==> src/rtl/boot_mem_writer.sv <==
// Boot-time program loader: takes a framed word stream (length, data, checksum)
// and writes it into instruction memory while the CPU is held in reset.
module boot_mem_writer #(
  parameter int ADDR_W      = 13,
  parameter int TIMEOUT_CYC = 2_000_000
) (
  input  logic              clk,
  input  logic              rst,
  input  logic              debug,
  input  logic              wr_vld,
  input  logic [31:0]       wr_data,
  output logic              imem_we,
  output logic [ADDR_W-1:0] imem_addr,
  output logic [31:0]       imem_wdata,
  output logic              cpu_hold,
  output logic              load_done,
  output logic              load_err,
  output logic [ADDR_W:0]   words_loaded
);

  typedef enum logic [2:0] {IDLE, LEN, DATA, CSUM, DONE, ERR} state_t;

  localparam int            TW      = $clog2(TIMEOUT_CYC + 1);
  localparam logic [TW-1:0] TLIM    = TW'(TIMEOUT_CYC - 1);
  localparam logic [32:0]   MAX_LEN = 33'(1) << ADDR_W;

  state_t            state;
  logic [ADDR_W:0]   len;
  logic [31:0]       sum;
  logic [TW-1:0]     tcnt;
  logic [ADDR_W:0]   wl_next;
  logic              timed_out;
  logic              bad_len;

  assign wl_next   = words_loaded + 1'b1;
  // A strobe in the limit cycle wins over the timeout.
  assign timed_out = !wr_vld && (tcnt == TLIM);
  assign bad_len   = (wr_data == '0) || ({1'b0, wr_data} > MAX_LEN);

  always_ff @(posedge clk) begin
    if (rst) begin
      state        <= IDLE;
      imem_we      <= 1'b0;
      imem_addr    <= '0;
      imem_wdata   <= '0;
      cpu_hold     <= 1'b0;
      load_done    <= 1'b0;
      load_err     <= 1'b0;
      words_loaded <= '0;
      len          <= '0;
      sum          <= '0;
      tcnt         <= '0;
    end else begin
      imem_we <= 1'b0;
      // Dropping debug aborts from any state, ahead of any coincident strobe.
      if (!debug) begin
        state     <= IDLE;
        cpu_hold  <= 1'b0;
        load_done <= 1'b0;
        load_err  <= 1'b0;
      end else begin
        case (state)
          IDLE: begin
            state    <= LEN;
            cpu_hold <= 1'b1;
          end
          LEN: begin
            if (wr_vld) begin
              if (bad_len) begin
                state    <= ERR;
                load_err <= 1'b1;
              end else begin
                len          <= wr_data[ADDR_W:0];
                words_loaded <= '0;
                sum          <= '0;
                tcnt         <= '0;
                state        <= DATA;
              end
            end
          end
          DATA: begin
            if (wr_vld) begin
              imem_we      <= 1'b1;
              imem_addr    <= words_loaded[ADDR_W-1:0];
              imem_wdata   <= wr_data;
              words_loaded <= wl_next;
              sum          <= sum + wr_data;
              tcnt         <= '0;
              if (wl_next == len) state <= CSUM;
            end else if (timed_out) begin
              state    <= ERR;
              load_err <= 1'b1;
            end else begin
              tcnt <= tcnt + 1'b1;
            end
          end
          CSUM: begin
            if (wr_vld) begin
              tcnt <= '0;
              if (wr_data == sum) begin
                state     <= DONE;
                cpu_hold  <= 1'b0;
                load_done <= 1'b1;
              end else begin
                state    <= ERR;
                load_err <= 1'b1;
              end
            end else if (timed_out) begin
              state    <= ERR;
              load_err <= 1'b1;
            end else begin
              tcnt <= tcnt + 1'b1;
            end
          end
          DONE, ERR: ;
          default: begin
            state    <= IDLE;
            cpu_hold <= 1'b0;
          end
        endcase
      end
    end
  end

endmodule

==> config.mk <==
export PLATFORM = sky130hd
export DESIGN_NAME = boot_mem_writer
export DESIGN_NICKNAME = d
export VERILOG_FILES = /design/src/rtl/boot_mem_writer.sv
export SDC_FILE = /design/constraint.sdc
export NUM_CORES = 1
export LEC_CHECK = 0
export CORE_MARGIN = 1
export CORE_UTILIZATION = 50
export CTS_BUF_LIST = sky130_fd_sc_hd__clkbuf_2 sky130_fd_sc_hd__clkbuf_4 sky130_fd_sc_hd__clkbuf_8
export DETAILED_ROUTE_END_ITERATION = 6
export GPL_ROUTABILITY_DRIVEN = 0
export HOLD_SLACK_MARGIN = 0.03
export PLACE_DENSITY = 0.74
export RECOVER_POWER = 50
export SLEW_MARGIN = 20
export SYNTH_ARGS = -nofsm -noshare
export SYNTH_HDL_FRONTEND = slang
export SYNTH_SLANG_ARGS = --single-unit
==> constraint.sdc <==
create_clock -name clk -period 5.4 [get_ports clk]
set_input_delay 1.08 -clock clk [delete_from_list [all_inputs] [get_ports clk]]
set_output_delay 1.08 -clock clk [all_outputs]
set_load 0.02 [all_outputs]
==> flow_summary_export.csv, run 1 <==
group,metric,value,unit
run_status,status,"complete, but fails checks",
run_status,failed_checks,"max-capacitance violations, max-slew violations",
floorplanning,dieArea,0.0149,mm^2
floorplanning,fp.dieW,122,um
timing,final_max_slew_viol_count,65,
hold_path,worstHoldStart,"imem_wdata[28]",
power,leakagePower,3.42,nW
route,drtAntennaViolNets,0,
placed_design,io_buffers,98,
clock_tree,clk_path_buf_depth,2,
route,wl_per_cell,15.8,um
critical_path,reg2regPathDepth,5,
timing,fin_crit_sh,0.827,
route,vias_per_cell,5.80,
floorplanning,start_util,0.517,
clock_tree,post_cts_resized,0,
grt,track_usage,0.261,
logic_synthesis,netlist_top_cells_area,"dfxtp_1 37%, nand2_1 9.7%, a21oi_1 8.6%, ha_1 5.7%, xnor2_1 4.1%",
logic_synthesis,ys_async_sr_fraction,0,
critical_path,cp-end-kind,"flop",
final_layout,final_cell_mix,"187 x nand2_1, 133 x dfxtp_1, 124 x a21oi_1",
logic_synthesis,avgSynthCellArea,7.77,um^2
route,drcViolationCount,0,
timing,final-setup-viol-count,0,
final_layout,fillCellCount,1293,
final_layout,fin_area,0.00863,mm^2
logic_synthesis,synthCells,930,
route,first_iter_violations,521,
logic_synthesis,synth_cell_type_count,61,
clock_tree,cts.sinks,133,
power,p_seq_frac,0.515,
hold_path,hold_path.class,"reg -> reg",
power,pwr_density_cell,223,mW/mm^2
critical_path,crit_fanout,64,
clock_tree,htree_levels,4,
final_layout,synthToLayoutAreaGrowth,19.4,%
clock_tree,clk_latency,460,ps
power,clockPowerShare,0.403,
timing,post-route-min-period,4470,ps
final_layout,drive_gt1_frac,0.0503,
critical_path,r2r-end,"words_loaded[11]",
route,num_vias,6915,
critical_path,crit_arrival,4830,ps
floorplanning,ios,99,
clock_tree,clkTransAtPathRegs,80,ps
clock_tree,cts_buffers,17,
hold_path,hold_path_depth,2,
critical_path,path_class,"in -> reg",
clock_tree,cts_tree,"done",
floorplanning,dieHeight,122,um
timing,tightestPinTransition,2790,ps
timing,clock_skew,14.0,ps
flow_run,drv_cap,1,
logic_synthesis,yosys_warnings,0,
final_layout,nNetsFinal,1072,
hold_path,hold_end,"imem_wdata[28]",
power,internal_power,0.00142,W
logic_synthesis,ys_ff_latch,133,
logic_synthesis,synth.net_count,1000,
power,p_sw,0.000499,W
final_layout,antenna_cells,0,
logic_synthesis,synth_edf_count,0,
floorplanning,rows,43,
timing,rsz0062_at_grt,"false",
logic_synthesis,netlist_area,0.00723,mm^2
timing,fin_setup_tns,0,ps
power,ir_worst_vdd,0.158,mV
logic_synthesis,yosysSeqAreaShare,0.368,
logic_synthesis,synth_top_area_share,0.368,
timing,fmax,0.224,GHz
grt,grt_max_degree,73,
placed_design,placed_area,0.00828,mm^2
critical_path,r2r_start,"state[1]",
route,drt_wl_total,18900,um
critical_path,cp_data_required_time,5760,ps
critical_path,start_kind,"primary input",
route,first_pass_iters,5,
floorplanning,core,0.0140,mm^2
power,combPwrFrac,0.082,
timing,final-hold-violation-count,0,
clock_tree,postCtsHoldBufs,0,
grt,antenna_found_initial,0,
clock_tree,postCtsSetupBuffers,0,
clock_tree,cts-root-buf,"clkbuf_8",
grt,grt_first_pass_wirelength,30800,um
grt,grt_pass1_vias,6135,
timing,slew_headroom,-0.862,
critical_path,regToRegSetupSlack,1690,ps
grt,grt_overflow,0,
power,p_sw_frac,0.260,
placed_design,dp_hpwl,13700,um
logic_synthesis,yosysTopAreaCell,"dfxtp_1",
final_layout,final_common_cell,"nand2_1",
logic_synthesis,synthFlopType,"dfxtp_1",
==> Yosys cell counts (6+ instances only) <==
master      n
dfxtp_1   133
a21oi_1   124
nand3_1    31
a211oi_1    6
a21o_1     21
nor2_1     67
inv_1      13
xnor2_1    34
a22o_1     13
xor2_1     32
ha_1       33
o21ai_0    32
nand4_1    19
nand2_1   187
and3_1     10
clkbuf_1   43
a31oi_1     8
nor3_1     15
nor4_1     16
==> metrics by stage <==
step	utilization	setup slack, ps	hold slack (ps)	cells	power, W
finish	0.617	933	452	1193	0.00192
global route	0.617	607	470	1193	0.00200
CTS	0.617	1410	456	1193	0.00194
detailed placement	0.592	916	446	1163	0.00117
global placement	0.592	980	441	1163	0.00117
floorplan	-	2070	423	930	0.00110
==> metal layers <==
layer | global-route usage | share of wire
met5 | 0 | 0
met4 | 0.0930 | 0.021
met3 | 0.0581 | 0.054
met2 | 0.417 | 0.46
met1 | 0.346 | 0.46
==> cell families after synthesis <==
| family | share of synthesized area |
|---|---|
| compound gates | 0.209 |
| xor+xnor | 0.0800 |
| fa+ha+maj | 0.0599 |
| buf+inv | 0.0358 |
| flops | 0.368 |
| mux | 0.00294 |
| simple gates | 0.244 |
==> state kept, by name, indices dropped and copies added (netlist names) <==
register      count
imem_wdata       32
load_done         1
imem_addr        13
sum              32
cpu_hold          1
tcnt             21
load_err          1
imem_we           1
state             3
words_loaded     14
len              14
==> layout make-up <==
cell class                 count  area (um^2)  area share
timing repair buffer         104         1020       0.118
inverter                      13         48.8     0.00565
tap                          180          225      0.0261
multi-input combinational    733         4320       0.500
sequential                   133         2660       0.309
clock inverter                11          103      0.0119
clock buffer                  19          255      0.0296
==> power groups by stage <==
stage / clock network [W] / logic (W) / registers, W
floorplan: 0 / 0.0000893 / 0.00101
global placement: 0 / 0.000156 / 0.00101
detailed placement: 0 / 0.000156 / 0.00101
CTS: 0.000789 / 0.000156 / 0.000990
global route: 0.000837 / 0.000171 / 0.000991
finish: 0.000775 / 0.000158 / 0.000991
==> worst max-delay path by stage <==
stage | start | end | slack, ps | cells after the start
after floorplan | wr_data[0] | sum[30] | 2070 | 9
after detailed placement | wr_data[1] | sum[28] | 920 | 10
final | wr_vld | words_loaded[11] | 930 | 6
after CTS | wr_data[1] | sum[28] | 1410 | 10
after global routing | wr_vld | words_loaded[11] | 610 | 6
after global placement | wr_data[1] | tcnt[12] | 980 | 11
==> critical path, stage by stage <==
cell and delay [ps]:
dlygate4sd3_1 720, nand2_1 180, nor3_2 160, clkbuf_1 1990, o21ai_0 300, a311oi_1 350
(Power assumes the default switching activity.)
==> run 2: changes to the inputs <==
clock period = 4.5 ns   (was 5.4 ns; I/O delays follow)
==> run 2 against run 1 <==
The run still ends with max-capacitance violations, max-slew violations left. Core utilization grew 0.98 points. Register-to-register slack lost 800 ps. Clock skew shrank 3.1 ps.
==> flow_summary_export.csv, run 2 (synthesis results as in run 1) <==
group,metric,value,unit
run_status,status,"complete, but fails checks",
run_status,failed_checks,"max-capacitance violations, max-slew violations",
grt,track_usage,0.267,
final_layout,final_common_cell,"nand2_1",
timing,rsz0062_at_grt,"false",
critical_path,crit_family,"compound AO/OA/AOI/OAI gates",
placed_design,io_buffers,98,
floorplanning,fp.dieW,122,um
grt,grt_pass1_vias,6370,
power,pwr_density_cell,284,mW/mm^2
hold_path,hold_path.class,"reg -> reg",
critical_path,path_buf_inv,1,
timing,fin_crit_sh,0.812,
final_layout,final_cell_mix,"187 x nand2_1, 133 x dfxtp_1, 124 x a21oi_1",
final_layout,nNetsFinal,1080,
timing,clock_skew,10.9,ps
final_layout,drive_gt1_frac,0.0558,
critical_path,path_class,"in -> reg",
clock_tree,postCtsHoldBufs,0,
route,vias_per_cell,5.72,
timing,final_max_slew_viol_count,45,
critical_path,crit_arrival,4040,ps
route,wl_per_cell,15.9,um
clock_tree,cts.sinks,133,
grt,grt_max_degree,74,
clock_tree,postCtsSetupBuffers,0,
floorplanning,dieHeight,122,um
final_layout,fin_area,0.00877,mm^2
critical_path,start_kind,"primary input",
critical_path,crit_fanout,9,
floorplanning,dieArea,0.0149,mm^2
final_layout,reg.largest.list,"imem_wdata (32), sum (32), tcnt (21)",
floorplanning,rows,43,
timing,fin_setup_tns,0,ps
critical_path,cp_cell_sequence,"clkdlybuf4s50_1, ha_1, a2111oi_0, o21ai_0, and3_1, o2111ai_1, a21oi_1, or3_1, a31oi_1, nand4b_1, o211ai_1",
clock_tree,cts_buffers,17,
placed_design,dp_hpwl,13700,um
floorplanning,core,0.0140,mm^2
route,drt_wl_total,19100,um
route,first_iter_violations,516,
timing,fmax,0.274,GHz
placed_design,placed_area,0.00835,mm^2
route,drcViolationCount,0,
route,drtAntennaViolNets,0,
clock_tree,clk_path_buf_depth,2,
grt,grt_first_pass_wirelength,31200,um
grt,antenna_found_initial,0,
clock_tree,post_cts_resized,0,
route,num_vias,6878,
clock_tree,clkTransAtPathRegs,70,ps
power,ir_worst_vdd,0.179,mV
critical_path,critPathMaxStageDelay,510,ps
critical_path,cp_data_required_time,4880,ps
timing,final-hold-violation-count,0,
grt,grt_overflow,0,
flow_run,drv_cap,1,
timing,final-setup-viol-count,0,
floorplanning,start_util,0.517,
critical_path,cp-end-kind,"flop",
final_layout,fillCellCount,1280,
clock_tree,cts-root-buf,"clkbuf_8",
clock_tree,htree_levels,4,
timing,slew_headroom,-0.268,
timing,post-route-min-period,3650,ps
clock_tree,clk_latency,460,ps
critical_path,cp_slowest_cell,"clkdlybuf4s50_1",
final_layout,antenna_cells,0,
route,first_pass_iters,5,
power,leakagePower,3.46,nW
floorplanning,ios,99,
clock_tree,cts_tree,"done",
timing,tightestPinTransition,1900,ps
final_layout,synthToLayoutAreaGrowth,21.3,%
-- run 2: cell types whose count changed in the layout (fill, tap and decap cells not counted), sizes merged --
| cell | previous run | this run |
|---|---|---|
| bufinv | 1 | 4 |
| inv | 16 | 13 |
| buf | 6 | 12 |
| clkinvlp | 3 | 1 |
| clkbuf | 20 | 25 |
| dlygate4sd3 | 64 | 52 |
| clkdlybuf4s50 | 33 | 45 |
-- run 2: worst paths after layout --
kind	start	endpoint	slack (ps)	cells after the start
setup reg to reg	state[1]	sum[28]	890	8
hold / removal	imem_wdata[13]	imem_wdata[13]	450	2
setup / recovery	wr_data[9]	sum[28]	850	11
hold reg to reg	imem_wdata[13]	imem_wdata[13]	450	2
-- run 2: report_power, final --
part | switching [W] | internal (W) | total [W]
sequential | 0.00000664 | 0.00118 | 0.00119
combinational | 0.000117 | 0.0000764 | 0.000193
clock | 0.000463 | 0.000646 | 0.00111
total | 0.000587 | 0.00191 | 0.00249
-- run 2: per-stage QoR --
stage	util	std cells	power, W	worst slack [ps]	hold WS, ps
after floorplan	-	930	0.00132	1350	423
after global routing	0.627	1202	0.00258	525	468
after global placement	0.597	1171	0.00141	459	442
final	0.627	1202	0.00249	847	451
after detailed placement	0.597	1171	0.00141	418	446
after CTS	0.628	1202	0.00251	912	456
-- run 2: worst register-to-register path, cell delays in order (launching register included) --
cell	delay, ps
dfxtp_1	570
nand2_1	170
nor2_1	490
nand3_1	320
clkbuf_1	550
nor2_1	310
clkbuf_1	750
nand3b_1	180
o211ai_1	190
-- run 2: area by class of cell --
type                            count  area [um^2]  area share
Multi-Input combinational cell    733         4310       0.492
Clock inverter                      9          151      0.0173
Clock buffer                       22          284      0.0324
Tap cell                          180          225      0.0257
Inverter                           13         48.8     0.00557
Timing Repair Buffer              112         1080       0.123
Sequential cell                   133         2660       0.304
-- run 2: metal layers --
layer,track usage,vias to the layer above,part of all wire
li1,-,3461,-
met4,0.111,0,0.021
met2,0.439,180,0.47
met1,0.342,3204,0.46
met5,0,-,0
met3,0.0488,33,0.052
==> run 3: changes to the inputs <==
clock period = 3.58 ns   (was 4.5 ns; I/O delays follow)
==> run 3 against run 2 <==
The run now ends clean. Via count is 5.0% higher. Sequential power is 25% higher. Worst setup slack worse by 570 ps. Count of clock-buffer cells in the layout is 1 lower. Non-clock buffer count is 52 higher. Flip-flop and latch count stayed put. Die area stayed put. Clock skew is 2.0 ps lower. Core utilization is 2.7 points higher. Worst hold slack hardly changed. First-iteration DRC count is 0.58% lower. Critical endpoint unchanged. Largest power group unchanged.
==> flow_summary_export.csv, run 3 (synthesis results as in run 1) <==
group,metric,value,unit
clock_tree,htree_levels,4,
floorplanning,fp.dieW,122,um
route,wl_per_cell,16.1,um
timing,fmax,0.303,GHz
hold_path,hold_path_depth,2,
critical_path,crit_family,"compound AO/OA/AOI/OAI gates",
final_layout,synthToLayoutAreaGrowth,26.6,%
floorplanning,start_util,0.517,
route,first_pass_iters,6,
critical_path,cpMostUsedCell,"a21oi_1",
power,ir_worst_vdd,0.240,mV
hold_path,hold_path.class,"reg -> reg",
route,drtAntennaViolNets,0,
clock_tree,clkTransAtPathRegs,80,ps
critical_path,path_class,"in -> reg",
clock_tree,cts_buffers,17,
timing,rsz0062_at_grt,"false",
grt,grt_pass1_vias,6680,
final_layout,fin_util,0.654,
critical_path,cp_data_required_time,3970,ps
grt,antenna_found_initial,0,
final_layout,drive_gt1_frac,0.104,
power,pwr_density_cell,339,mW/mm^2
route,drt_wl_total,20300,um
power,leakagePower,3.74,nW
floorplanning,ios,99,
clock_tree,cts.sinks,133,
final_layout,antenna_cells,0,
timing,final-hold-violation-count,0,
clock_tree,post_cts_resized,0,
critical_path,r2r-end,"words_loaded[12]",
placed_design,place_inst,1223,
final_layout,finalNonFillerCells,1255,
critical_path,path_buf_inv,1,
grt,grt_overflow,0,
timing,final_max_slew_viol_count,0,
timing,fin_crit_sh,0.923,
critical_path,r2r_start,"state[1]",
clock_tree,clk_latency,460,ps
clock_tree,cts_tree,"done",
timing,final-setup-viol-count,0,
grt,grt_max_degree,65,
floorplanning,dieArea,0.0149,mm^2
route,drcViolationCount,0,
timing,clock_skew,8.90,ps
timing,tightestPinTransition,1020,ps
clock_tree,postCtsHoldBufs,0,
flow_run,drv_cap,0,
hold_path,worstHoldStart,"imem_addr[10]",
grt,grt_first_pass_wirelength,32400,um
critical_path,reg2regPathDepth,7,
final_layout,fillCellCount,1254,
grt,track_usage,0.278,
timing,slew_headroom,0.317,
timing,post-route-min-period,3300,ps
clock_tree,clk_path_buf_depth,2,
floorplanning,core,0.0140,mm^2
placed_design,io_buffers,98,
final_layout,final_cell_mix,"187 x nand2_1, 133 x dfxtp_1, 124 x a21oi_1",
critical_path,regToRegSetupSlack,560,ps
critical_path,crit_arrival,3690,ps
critical_path,cp_cell_sequence,"clkdlybuf4s50_1, ha_1, fa_1, a21o_1, nand4_1, a21oi_1, o2111ai_1, a21oi_1, or3_1, a31oi_1, nand4b_1, o211ai_1",
final_layout,nNetsFinal,1132,
final_layout,final_common_cell,"nand2_1",
power,p_total,0.00311,W
route,num_vias,7221,
run_status,status,"complete, no violations",
critical_path,cp-end-kind,"flop",
critical_path,critPathMaxStageDelay,490,ps
hold_path,hold_end,"imem_addr[10]",
floorplanning,dieHeight,122,um
critical_path,cp_slowest_cell,"clkdlybuf4s50_1",
critical_path,start_kind,"primary input",
route,first_iter_violations,513,
placed_design,dp_hpwl,14600,um
clock_tree,cts-root-buf,"clkbuf_8",
route,vias_per_cell,5.75,
clock_tree,postCtsSetupBuffers,0,
floorplanning,rows,43,
final_layout,reg.largest.list,"imem_wdata (32), sum (32), tcnt (21)",
critical_path,crit_fanout,4,
run 3: report_power, final:
part | internal [W] | switching (W) | leakage (nW)
logic | 0.000120 | 0.000158 | 2.47
clock network | 0.000732 | 0.000603 | 0.203
registers | 0.00149 | 0.00000833 | 1.07
total | 0.00234 | 0.000769 | 3.74
run 3: worst max path at each step:
| stage | start | depth (start not counted) | slack (ps) | endpoint |
|---|---|---|---|---|
| floorplan | wr_data[0] | 9 | 610 | sum[30] |
| global placement | wr_data[6] | 10 | -110 | sum[28] |
| detailed placement | wr_data[4] | 11 | -120 | sum[31] |
| CTS | wr_data[4] | 11 | 370 | sum[31] |
| global route | wr_data[0] | 12 | 120 | tcnt[12] |
| finish | wr_data[0] | 12 | 280 | sum[28] |
run 3: per-layer routing:
layer	share of wire	GRT usage	wire length [um]	vias to the layer above
met4	0.021	0.102	431	0
met2	0.48	0.468	9700	209
met5	0	0	0	-
met3	0.053	0.0553	1080	46
li1	-	-	-	3567
met1	0.45	0.351	9050	3399
run 3: final cells by class:
class / instances / area (um^2) / share of cell area
Clock buffer: 21 / 270 / 0.0295
Sequential cell: 133 / 2660 / 0.291
Multi-Input combinational cell: 733 / 4310 / 0.471
Timing Repair Buffer: 164 / 1480 / 0.162
Clock inverter: 11 / 151 / 0.0165
Tap cell: 180 / 225 / 0.0246
Inverter: 13 / 48.8 / 0.00533
run 3: per-stage QoR:
stage          hold WS [ps]  area, um^2  TNS (ps)  setup WS [ps]
2_1_floorplan           423        7230         0            610
3_3_place_gp            442        8740      -663           -109
3_5_place_dp            446        8740     -1520           -117
4_1_cts                 457        9160         0            369
5_1_grt                 469        9150         0            119
6_report                451        9150         0            276
run 3: worst register-to-register path: cells and delay by family, from the launching register on:
family	cells	cell delay [ps]
AO/OA/AOI/OAI	2	400
buffers and inverters	1	480
flip-flops	1	580
AND/OR/NAND/NOR	4	1470
